## src/rtl/if_id_queue_pkg.sv

```systemverilog
// Shared fetch/decode definitions for the pipeline.
// Bus widths, enable levels and reset words used by several stages.
package if_id_queue_pkg;

  localparam int InstAddrBus = 32;
  localparam int InstBus     = 32;
  localparam int IfIdDepth   = 2;

  localparam logic ChipEnable  = 1'b1;
  localparam logic ChipDisable = 1'b0;

  localparam logic [InstAddrBus-1:0] ZeroWord = '0;
  localparam logic [InstBus-1:0]     NopInst  = 32'h0000_0000;

  typedef struct packed {
    logic [InstAddrBus-1:0] pc;
    logic [InstBus-1:0]     inst;
  } if_id_t;

endpackage

```

## src/rtl/if_id_queue.sv

```systemverilog
// Fetch-to-decode FIFO stage holding {pc, inst} pairs.
// Registered-count backpressure; flush empties the queue in one cycle.
module if_id_queue
  import if_id_queue_pkg::*;
#(
  parameter int DEPTH = IfIdDepth,
  parameter int AW    = InstAddrBus,
  parameter int DW    = InstBus
) (
  input  logic                       clk,
  input  logic                       rst_n,
  input  logic                       if_ce,
  input  logic [AW-1:0]              if_pc,
  input  logic [DW-1:0]              if_inst,
  output logic                       if_ready,
  input  logic                       flush,
  input  logic                       id_ready,
  output logic                       id_valid,
  output logic [AW-1:0]              id_pc,
  output logic [DW-1:0]              id_inst,
  output logic [$clog2(DEPTH):0]     count
);

  localparam int PW = $clog2(DEPTH);
  localparam int CW = PW + 1;
  localparam logic [CW-1:0] FULL = CW'(DEPTH);

  logic [AW-1:0] pc_mem   [DEPTH];
  logic [DW-1:0] inst_mem [DEPTH];

  logic [PW-1:0] wr_ptr;
  logic [PW-1:0] rd_ptr;
  logic          push;
  logic          pop;

  assign if_ready = (count < FULL);
  assign id_valid = (count != '0);

  assign push = (if_ce == ChipEnable) && if_ready && !flush;
  assign pop  = id_valid && id_ready && !flush;

  // Empty queue presents a NOP at address zero to decode.
  assign id_pc   = id_valid ? pc_mem[rd_ptr]   : ZeroWord[AW-1:0];
  assign id_inst = id_valid ? inst_mem[rd_ptr] : NopInst[DW-1:0];

  always_ff @(posedge clk) begin
    if (push) begin
      pc_mem[wr_ptr]   <= if_pc;
      inst_mem[wr_ptr] <= if_inst;
    end
  end

  always_ff @(posedge clk or negedge rst_n) begin
    if (!rst_n) begin
      wr_ptr <= '0;
      rd_ptr <= '0;
      count  <= '0;
    end else if (flush) begin
      wr_ptr <= '0;
      rd_ptr <= '0;
      count  <= '0;
    end else begin
      if (push) wr_ptr <= wr_ptr + 1'b1;
      if (pop)  rd_ptr <= rd_ptr + 1'b1;
      unique case ({push, pop})
        2'b10:   count <= count + 1'b1;
        2'b01:   count <= count - 1'b1;
        default: count <= count;
      endcase
    end
  end

endmodule

```

## config.mk

```make
export PLATFORM = sky130hd
export DESIGN_NAME = if_id_queue
export DESIGN_NICKNAME = d
export VERILOG_FILES = /design/src/rtl/if_id_queue_pkg.sv /design/src/rtl/if_id_queue.sv
export SDC_FILE = /design/constraint.sdc
export NUM_CORES = 1
export LEC_CHECK = 0
export CAP_MARGIN = 20
export CORE_MARGIN = 1
export CORE_UTILIZATION = 28
export DETAILED_ROUTE_END_ITERATION = 10
export GPL_ROUTABILITY_DRIVEN = 0
export GPL_TIMING_DRIVEN = 0
export MAX_ROUTING_LAYER = met4
export SLEW_MARGIN = 20
export SYNTH_ARGS = -nofsm -noshare
export SYNTH_HDL_FRONTEND = slang
export SYNTH_SLANG_ARGS = --single-unit
```

## constraint.sdc

```tcl
create_clock -name clk -period 7.2 [get_ports clk]
set_input_delay 1.44 -clock clk [delete_from_list [all_inputs] [get_ports clk]]
set_output_delay 1.44 -clock clk [all_outputs]
set_load 0.1 [all_outputs]
```

Yosys cells after proc, flatten, opt, wreduce, memory -nomap -nowiden
Memories as Yosys holds them, arrays and structs flattened.
Index checks and enable logic that the tools add are counted.
{"block": "word_totals", "ff_bits": 4, "latchBits": 0, "ram_bits": 128, "mem_bits_ro": 0, "input_bits": 69, "output_inout_bits": 68, "wordCells": 31, "n_memories": 2}
{"memory": "inst_mem", "words": 2, "width": 32, "rd": 1, "rd_ports_with_merged_regs": 0, "wr": 1, "line": "if_id_queue.sv:29", "source": "logic [DW-1:0] inst_mem [DEPTH];"}
{"memory": "pc_mem", "words": 2, "width": 32, "rd": 1, "rd_ports_with_merged_regs": 0, "wr": 1, "line": "if_id_queue.sv:28", "source": "logic [AW-1:0] pc_mem [DEPTH];"}
{"block": "op_classes", "n_addsub": 4, "mul": 0, "div_mod_pow": 0, "n_lt_le_gt_ge": 1, "n_eq_ne": 2, "shift": 0, "n_mux": 10, "n_bitwise": 0, "n_reduce_logical": 9}
{"operator": "2-to-1 mux 32 bit", "n": 2}
{"operator": "2-to-1 mux 1 bit", "n": 6}
{"operator": "nonzero test 2 bit", "n": 3}
{"operator": "logical AND 1 bit", "n": 4}
{"operator": "case mux 2 bit (2 select lines)", "n": 1}
{"operator": "nonzero test 3 bit", "n": 1}
{"operator": "adder 1 bit, second input constant", "n": 2}
{"operator": "adder 2 x 1 -> 2 bit, second input constant", "n": 1}
{"operator": "== test 2 x 1 -> 1 bit, second input constant", "n": 1}
{"operator": "== test 2 bit, second input constant", "n": 1}
{"operator": "less-than comparator 2 bit, second input constant", "n": 1}
{"operator": "2-to-1 mux 2 bit", "n": 1}
{"operator": "subtractor 2 x 1 -> 2 bit, second input constant", "n": 1}
{"operator": "logical NOT 1 bit", "n": 1}

Longest topological paths before layout
Gate-level depths: netlist of the first run.
{"block": "depth", "ltp_word": 6, "mapped_depth": 4, "ltp_nobuf": 3}

Worst setup path after synthesis of the first run
No wires, ideal clock.
{"block": "synth_path", "path_type": "input port to flip-flop", "startpoint": "input port if_ce", "endpoint": "memory inst_mem[1][0] (netlist name), enable pin", "setup_ns": 0.578, "t_arrival_ns": 6.193, "t_required_ns": 6.622, "setup_slack_ns": 0.429, "cell_stages": 2, "path_buffers": 0, "cell_sequence": "nand2b_4 -> nor3b_1"}
{"block": "synth_via", "elab_chain_len": 4}
{"item": "start: declaration", "line": "if_id_queue.sv:12", "source": "input logic if_ce,"}
{"item": "logical AND 1 bit (2 in series)", "line": "if_id_queue.sv:39", "source": "assign push = (if_ce == ChipEnable) && if_ready && !flush;"}
{"item": "2-to-1 mux 1 bit", "line": "if_id_queue.sv:47", "source": "if (push) begin"}
{"item": "2-to-1 mux 1 bit (not written as such)", "line": "if_id_queue.sv:49", "source": "inst_mem[wr_ptr] <= if_inst;"}
{"item": "end: declaration", "line": "if_id_queue.sv:29"}
No other way between the ends.

Worst setup path in the final report of the first run
{"block": "layout_path", "startpoint": "register count[1]", "endpoint": "output port id_pc[15]"}
{"block": "layout_via", "elab_chain_len": 2}
{"item": "start: declaration", "line": "if_id_queue.sv:21", "source": "output logic [$clog2(DEPTH):0] count"}
{"item": "start signal: assignment", "line": "if_id_queue.sv:66", "source": "2'b10: count <= count + 1'b1;"}
{"item": "start signal: assignment", "line": "if_id_queue.sv:67", "source": "2'b01: count <= count - 1'b1;"}
{"item": "start signal: assignment", "line": "if_id_queue.sv:68", "source": "default: count <= count;"}
{"item": "nonzero test 2 bit", "line": "if_id_queue.sv:37", "source": "assign id_valid = (count != '0);"}
{"item": "2-to-1 mux 32 bit", "line": "if_id_queue.sv:43", "source": "assign id_pc = id_valid ? pc_mem[rd_ptr] : ZeroWord[AW-1:0];"}
{"item": "end: declaration", "line": "if_id_queue.sv:19", "source": "output logic [AW-1:0] id_pc,"}
No other way between the ends.

==> flow_metrics.py, run 1 <==
metrics = {
    "outcome": {
        "status": "finished, final reports clean",
    },
    "global_routing": {
        "grt-ovfl-total": 0,
        "grt_max_degree": 17,
        "grt_pass1_vias": 3200,
        "antenna_found_initial": 0,
        "gr-usage-all-layers": 0.1227,
        "grt_pass1_wl_um": 16270,
    },
    "logic_synthesis": {
        "synth_flop_cell": "edfxtp_1",
        "synth.distinct_cells": 21,
        "synth_edf_count": 128,
        "synth_largest_area_cell": "edfxtp_1",
        "synth-seq-area-share": 0.7748,
        "synth_cells": 293,
        "synth-seq-cells": 132,
        "synth.top_cell.area_share": 0.7552,
        "yosys-top-cells-count": "edfxtp_1, nor2_1, mux2i_1",
        "syn_nets": 362,
        "yosysWarnings": 0,
        "ys_async_sr_fraction": 0.03030,
        "synth.most_common_cell": "edfxtp_1",
        "netlist_area_mm2": 0.005090,
        "netlist_top_cells_area": "edfxtp_1, mux2i_1, nor2_1",
        "synth_area_per_cell_um2": 17.37,
    },
    "floorplan": {
        "num_rows": 48,
        "die_w_um": 136.8,
        "coreArea_mm2": 0.01754,
        "die_h_um": 136.8,
        "start_util": 0.2902,
        "io_pins": 137,
        "fp.dieArea_mm2": 0.01872,
    },
    "worst_setup_path": {
        "crit_slowest_cell": "clkdlybuf4s50_1",
        "critPathMaxStageDelay_ps": 1160,
        "critPathKind": "reg -> out",
        "crit_chain": "nor2_1 > buf_2 > buf_4 > nor2_1 > clkdlybuf4s50_1",
        "r2r_setup_slack_ps": 4970,
        "crit-reg2reg-launch": "count[1]",
        "crit_fanout": 10,
        "start_kind": "register",
        "cp.arrival_ps": 2740,
        "crit_top_cell": "nor2_1",
        "crit_required_ps": 5760,
        "reg2regPathDepth": 6,
        "timing.rr.end": "pc_mem[1][29]",
        "critPathCaptureType": "primary output",
    },
    "hold_path": {
        "min_path_type": "reg -> reg",
        "hold_depth": 2,
        "worstHoldStart": "wr_ptr",
        "hold_path_end": "wr_ptr",
    },
    "sta": {
        "max_slew.worst_pin.slew_ps": 1024,
        "fin_tns_setup_ps": 0,
        "slew_violations": 0,
        "final-hold-violation-count": 0,
        "finalCritPeriodShare": 0.5812,
        "max_freq_mhz": 239.0,
        "relSlewSlack": 0.3149,
        "rsz0062_at_grt": "false",
        "min_period_ps": 4185,
        "fin_skew_ps": 5.142,
        "setup_viol": 0,
    },
    "detailed_routing": {
        "drtIter0Drc": 79,
        "wl_um": 10630,
        "wire_per_inst_um": 15.14,
        "drc": 0,
        "ant_nets": 0,
        "via_count": 2944,
        "dr.pass1.iters": 4,
        "vias_per_cell": 4.194,
    },
    "clocking": {
        "cts_tree": "built",
        "clock-sinks": 132,
        "clkTransAtPathRegs_ps": 60,
        "hold_buffers": 0,
        "cts_root_buf": "clkbuf_16",
        "post_cts_buffers": 0,
        "clk_path_buf_depth": 2,
        "clock_latency_ps": 410,
        "post_cts_resized": 0,
        "numCtsBuffers": 17,
        "htree_levels": 4,
    },
    "cells_and_area": {
        "drive_gt1_frac": 0.1384,
        "area_growth_pct": 46.71,
        "finish.instance_area_mm2": 0.007467,
        "final_core_util": 0.4258,
        "nets": 533,
        "diodes": 0,
        "fin_cells": 702,
    },
    "power_and_ir_drop": {
        "p_per_area_mw_per_mm2": 281.8,
        "clkPwrFrac": 0.390,
        "finalPower_w": 0.002104,
        "p_comb_frac": 0.189,
        "seq_power_share": 0.421,
        "p_sw_w": 0.0006002,
        "p_leak_nw": 2.503,
        "p_int_w": 0.001504,
        "vdd_drop_max_mv": 0.1629,
        "swShare": 0.2853,
    },
    "run": {
        "maxCapViolations": 0,
    },
    "placed_design": {
        "placed_cells": 670,
        "io_buffers": 136,
        "dp_hpwl_um": 7421,
        "postPlaceCellArea_mm2": 0.006900,
    },
}
placed cells by master, fill, tap and decap left out, types with 2 or more instances in the layout:
cell and count:
clkinv_2 5, buf_6 11, clkinv_4 3, buf_2 2, a21oi_1 2, clkinv_1 2, dfrtp_1 4, o21ai_0 2
buf_8 5, clkbuf_16 17, edfxtp_1 128, mux2i_1 64, xor2_1 2, clkdlybuf4s50_1 136, bufinv_16 2, clkinvlp_4 3
buf_4 12, nor2_1 67
cell type report:
class                   instances  area [um2]
repair buffers                152        1519
flip-flops and latches        132        3944
fillers                      1602       10070
clock buffers                  17       425.4
well taps                     225       281.5
plain buffers                  14       141.4
multi-input cells             145        1007
clock inverters                15       141.4
inverters                       2       7.507
worst max-delay path, delay by kind of cell, from the launching register on:
family                 cells  cell delay [ps]
AND/OR/NAND/NOR            2              260
flip-flops                 1              470
buffers and inverters      3             1600
stage by stage:
stage	hold slack, ps	setup slack [ps]
2_1_floorplan	519.3	428.9
3_3_place_gp	536.1	-3112
3_5_place_dp	565.5	3407
4_1_cts	582.3	2952
5_1_grt	630.5	2888
6_report	583.1	3015
flip-flops by register name (all words and copies together), names as in the netlist:
signal    cells
inst_mem     64
wr_ptr        1
count         2
pc_mem       64
rd_ptr        1
how the worst max path moves through the flow:
stage / from / endpoint / slack [ps] / depth (start not counted)
6_report: count[1] / id_pc[15] / 3020 / 5
4_1_cts: count[1] / id_inst[3] / 2950 / 5
5_1_grt: count[1] / id_pc[23] / 2890 / 5
2_1_floorplan: if_ce / inst_mem[1][0] / 430 / 2
3_3_place_gp: if_ce / pc_mem[1][20] / -3110 / 3
3_5_place_dp: count[1] / id_inst[3] / 3410 / 5
logic make-up (layout without fill, tap and decap cells):
kind of cell    Yosys count  after routing  share of synthesized area
mux                      65             65                     0.1281
compound gates            4              4                   0.003933
flops                   132            132                     0.7748
simple gates             74             74                    0.06047
buf+inv                  16            200                    0.02925
xor+xnor                  2              2                   0.003442
power groups by stage:
stage / Clock [W] / Sequential [W] / Combinational [W]
CTS: 0.000844 / 0.000887 / 0.000401
detailed placement: 0 / 0.000902 / 0.000400
floorplan: 0 / 0.000909 / 0.000270
global route: 0.000879 / 0.000888 / 0.000416
global placement: 0 / 0.000909 / 0.000387
finish: 0.000821 / 0.000886 / 0.000397
layer usage:
layer,share of wire,vias to the layer above,GRT usage
met5,0,-,-
met4,0.016,0,0.05128
met3,0.071,13,0.04444
met2,0.46,100,0.1878
met1,0.45,1405,0.1460
li1,-,1426,-
Note: power is estimated with default switching activity, not from simulation.
==> run 2, diff against run 1 <==
==> constraint.sdc (replaced) <==
create_clock -name clk -period 3.7 [get_ports clk]
set_input_delay 0.74 -clock clk [delete_from_list [all_inputs] [get_ports clk]]
set_output_delay 0.74 -clock clk [all_outputs]
set_load 0.1 [all_outputs]
==> run 2 against run 1 <==
- utilization increased by 0.21 points
- wire length grew 0.19%
- global-route usage grew 0.19 points
- sequential share of layout area down 0.26 points
- design area grew 0.50%
- sequential power increased by 94%
- worst hold slack got worse by 34 ps
- non-clock buffer count shrank 6
- setup slack lost 2700 ps
- critical path depth stayed put
- combinational power up 95%
- sequential cell count is the same
- highest routed layer unchanged
==> flow_metrics.py, run 2 (synthesis gave the netlist of run 1 again) <==
metrics = {
    "cells_and_area": {
        "drive_gt1_frac": 0.1274,
        "mostFrequentLayoutCells": "clkdlybuf4s50_1, edfxtp_1, nor2_1",
        "nets": 527,
        "n_fill_cell": 1603,
        "final_core_util": 0.4279,
        "area_growth_pct": 47.44,
        "top_regs": "inst_mem x64, pc_mem x64, count x2",
        "mostFrequentLayoutCell": "clkdlybuf4s50_1",
    },
    "worst_setup_path": {
        "critPathMaxStageDelay_ps": 1150,
        "crit_fanout": 10,
        "cp.arrival_ps": 2650,
        "crit_slowest_cell": "clkdlybuf4s50_1",
        "cp_top_family": "buffers and inverters",
        "critPathKind": "reg -> out",
        "start_kind": "register",
        "crit-reg2reg-launch": "count[1]",
        "crit_top_cell": "nor2_1",
        "crit_buf_inv": 3,
        "reg2regPathDepth": 4,
        "cp_num_cells": 5,
        "cp-startpoint": "count[1]",
        "crit_required_ps": 2960,
        "crit_chain": "nor2_1 > buf_2 > buf_4 > nor2_1 > clkdlybuf4s50_1",
        "critPathCaptureType": "primary output",
    },
    "global_routing": {
        "antenna_found_initial": 1,
        "gr-usage-all-layers": 0.1246,
        "grt_pass1_wl_um": 16390,
        "grt_pass1_vias": 3168,
        "grt_max_degree": 17,
        "grt-ovfl-total": 0,
    },
    "clocking": {
        "post_cts_buffers": 0,
        "clkTransAtPathRegs_ps": 60,
        "clk_path_buf_depth": 2,
        "hold_buffers": 0,
        "cts_root_buf": "clkbuf_16",
        "clock_latency_ps": 410,
        "post_cts_resized": 0,
        "htree_levels": 4,
        "cts_tree": "built",
        "numCtsBuffers": 17,
        "clock-sinks": 132,
    },
    "power_and_ir_drop": {
        "vdd_drop_max_mv": 0.3038,
        "finalPower_w": 0.004174,
        "p_per_area_mw_per_mm2": 556.2,
        "p_leak_nw": 2.499,
    },
    "placed_design": {
        "dp_worst_setup_slack_ps": 726.6,
        "dp_hpwl_um": 7510,
        "io_buffers": 136,
    },
    "detailed_routing": {
        "via_count": 2930,
        "wire_per_inst_um": 15.27,
        "drc": 0,
        "vias_per_cell": 4.204,
        "wl_um": 10650,
        "dr.pass1.iters": 4,
        "drtIter0Drc": 114,
        "ant_nets": 0,
    },
    "sta": {
        "max_freq_mhz": 295.4,
        "holdWs_ps": 549.1,
        "relSlewSlack": 0.3201,
        "finalCritPeriodShare": 0.9149,
        "setup_viol": 0,
        "max_slew.worst_pin.slew_ps": 1017,
        "rsz0062_at_grt": "false",
        "min_period_ps": 3385,
        "final-hold-violation-count": 0,
        "fin_skew_ps": 5.396,
        "worst_slack_ps": 314.7,
        "slew_violations": 0,
    },
    "run": {
        "maxCapViolations": 0,
    },
    "floorplan": {
        "fp.dieArea_mm2": 0.01872,
        "io_pins": 137,
        "die_w_um": 136.8,
        "coreArea_mm2": 0.01754,
        "start_util": 0.2902,
        "num_rows": 48,
        "die_h_um": 136.8,
    },
    "outcome": {
        "status": "finished, final reports clean",
    },
    "hold_path": {
        "min_path_type": "in -> async",
    },
}
==> run 2: cell count changes in the layout (fill, tap and decap cells not counted), sizes merged <==
cell / change
clkbuf: +2
bufinv: +1
diode: +1
buf: -6
clkinv: -4
inv: +1
==> run 2: report_power, final <==
group | switching [W] | internal [W]
sequential | 0.0000159 | 0.00171
combinational | 0.000535 | 0.000239
clock | 0.000619 | 0.00106
total | 0.00117 | 0.00300
==> run 2: layout make-up <==
class | instances | area (um2) | area share
clock buffers | 19 | 432.9 | 0.05769
flip-flops and latches | 132 | 3944 | 0.5255
multi-input cells | 145 | 1020 | 0.1359
well taps | 225 | 281.5 | 0.03751
plain buffers | 14 | 141.4 | 0.01884
inverters | 2 | 7.507 | 0.001000
clock inverters | 13 | 158.9 | 0.02117
repair buffers | 146 | 1516 | 0.2021
diodes | 1 | 2.502 | 0.0003334
==> run 2: worst paths after layout <==
path / end / slack, ps
setup reg to reg: inst_mem[1][7] / 2030
max in group asynchronous: rd_ptr / 2960
min in group clk: wr_ptr / 640
setup / recovery: id_inst[21] / 310
hold / removal: count[0] / 550
hold reg to reg: wr_ptr / 640
==> run 2: worst register-to-register path, cell delays in order, from the launching register on <==
cell and delay [ps]:
dfrtp_1 440, nand2b_4 200, nor3b_4 300, buf_6 240, buf_8 190
==> run 2: metrics by stage <==
| step | cells | TNS [ps] | cell area [um2] |
|---|---|---|---|
| after floorplan | 293 | 0 | 5112 |
| after global placement | 654 | -101940 | 6755 |
| after detailed placement | 664 | 0 | 6910 |
| after CTS | 696 | 0 | 7502 |
| after global routing | 697 | 0 | 7505 |
| final | 697 | 0 | 7505 |
==> run 2: metal layers <==
layer | vias up | part of all wire | global-route usage
li1 | 1419 | - | -
met1 | 1395 | 0.41 | 0.1337
met2 | 101 | 0.50 | 0.2050
met3 | 15 | 0.071 | 0.04815
met4 | 0 | 0.013 | 0.05311
met5 | - | 0 | -
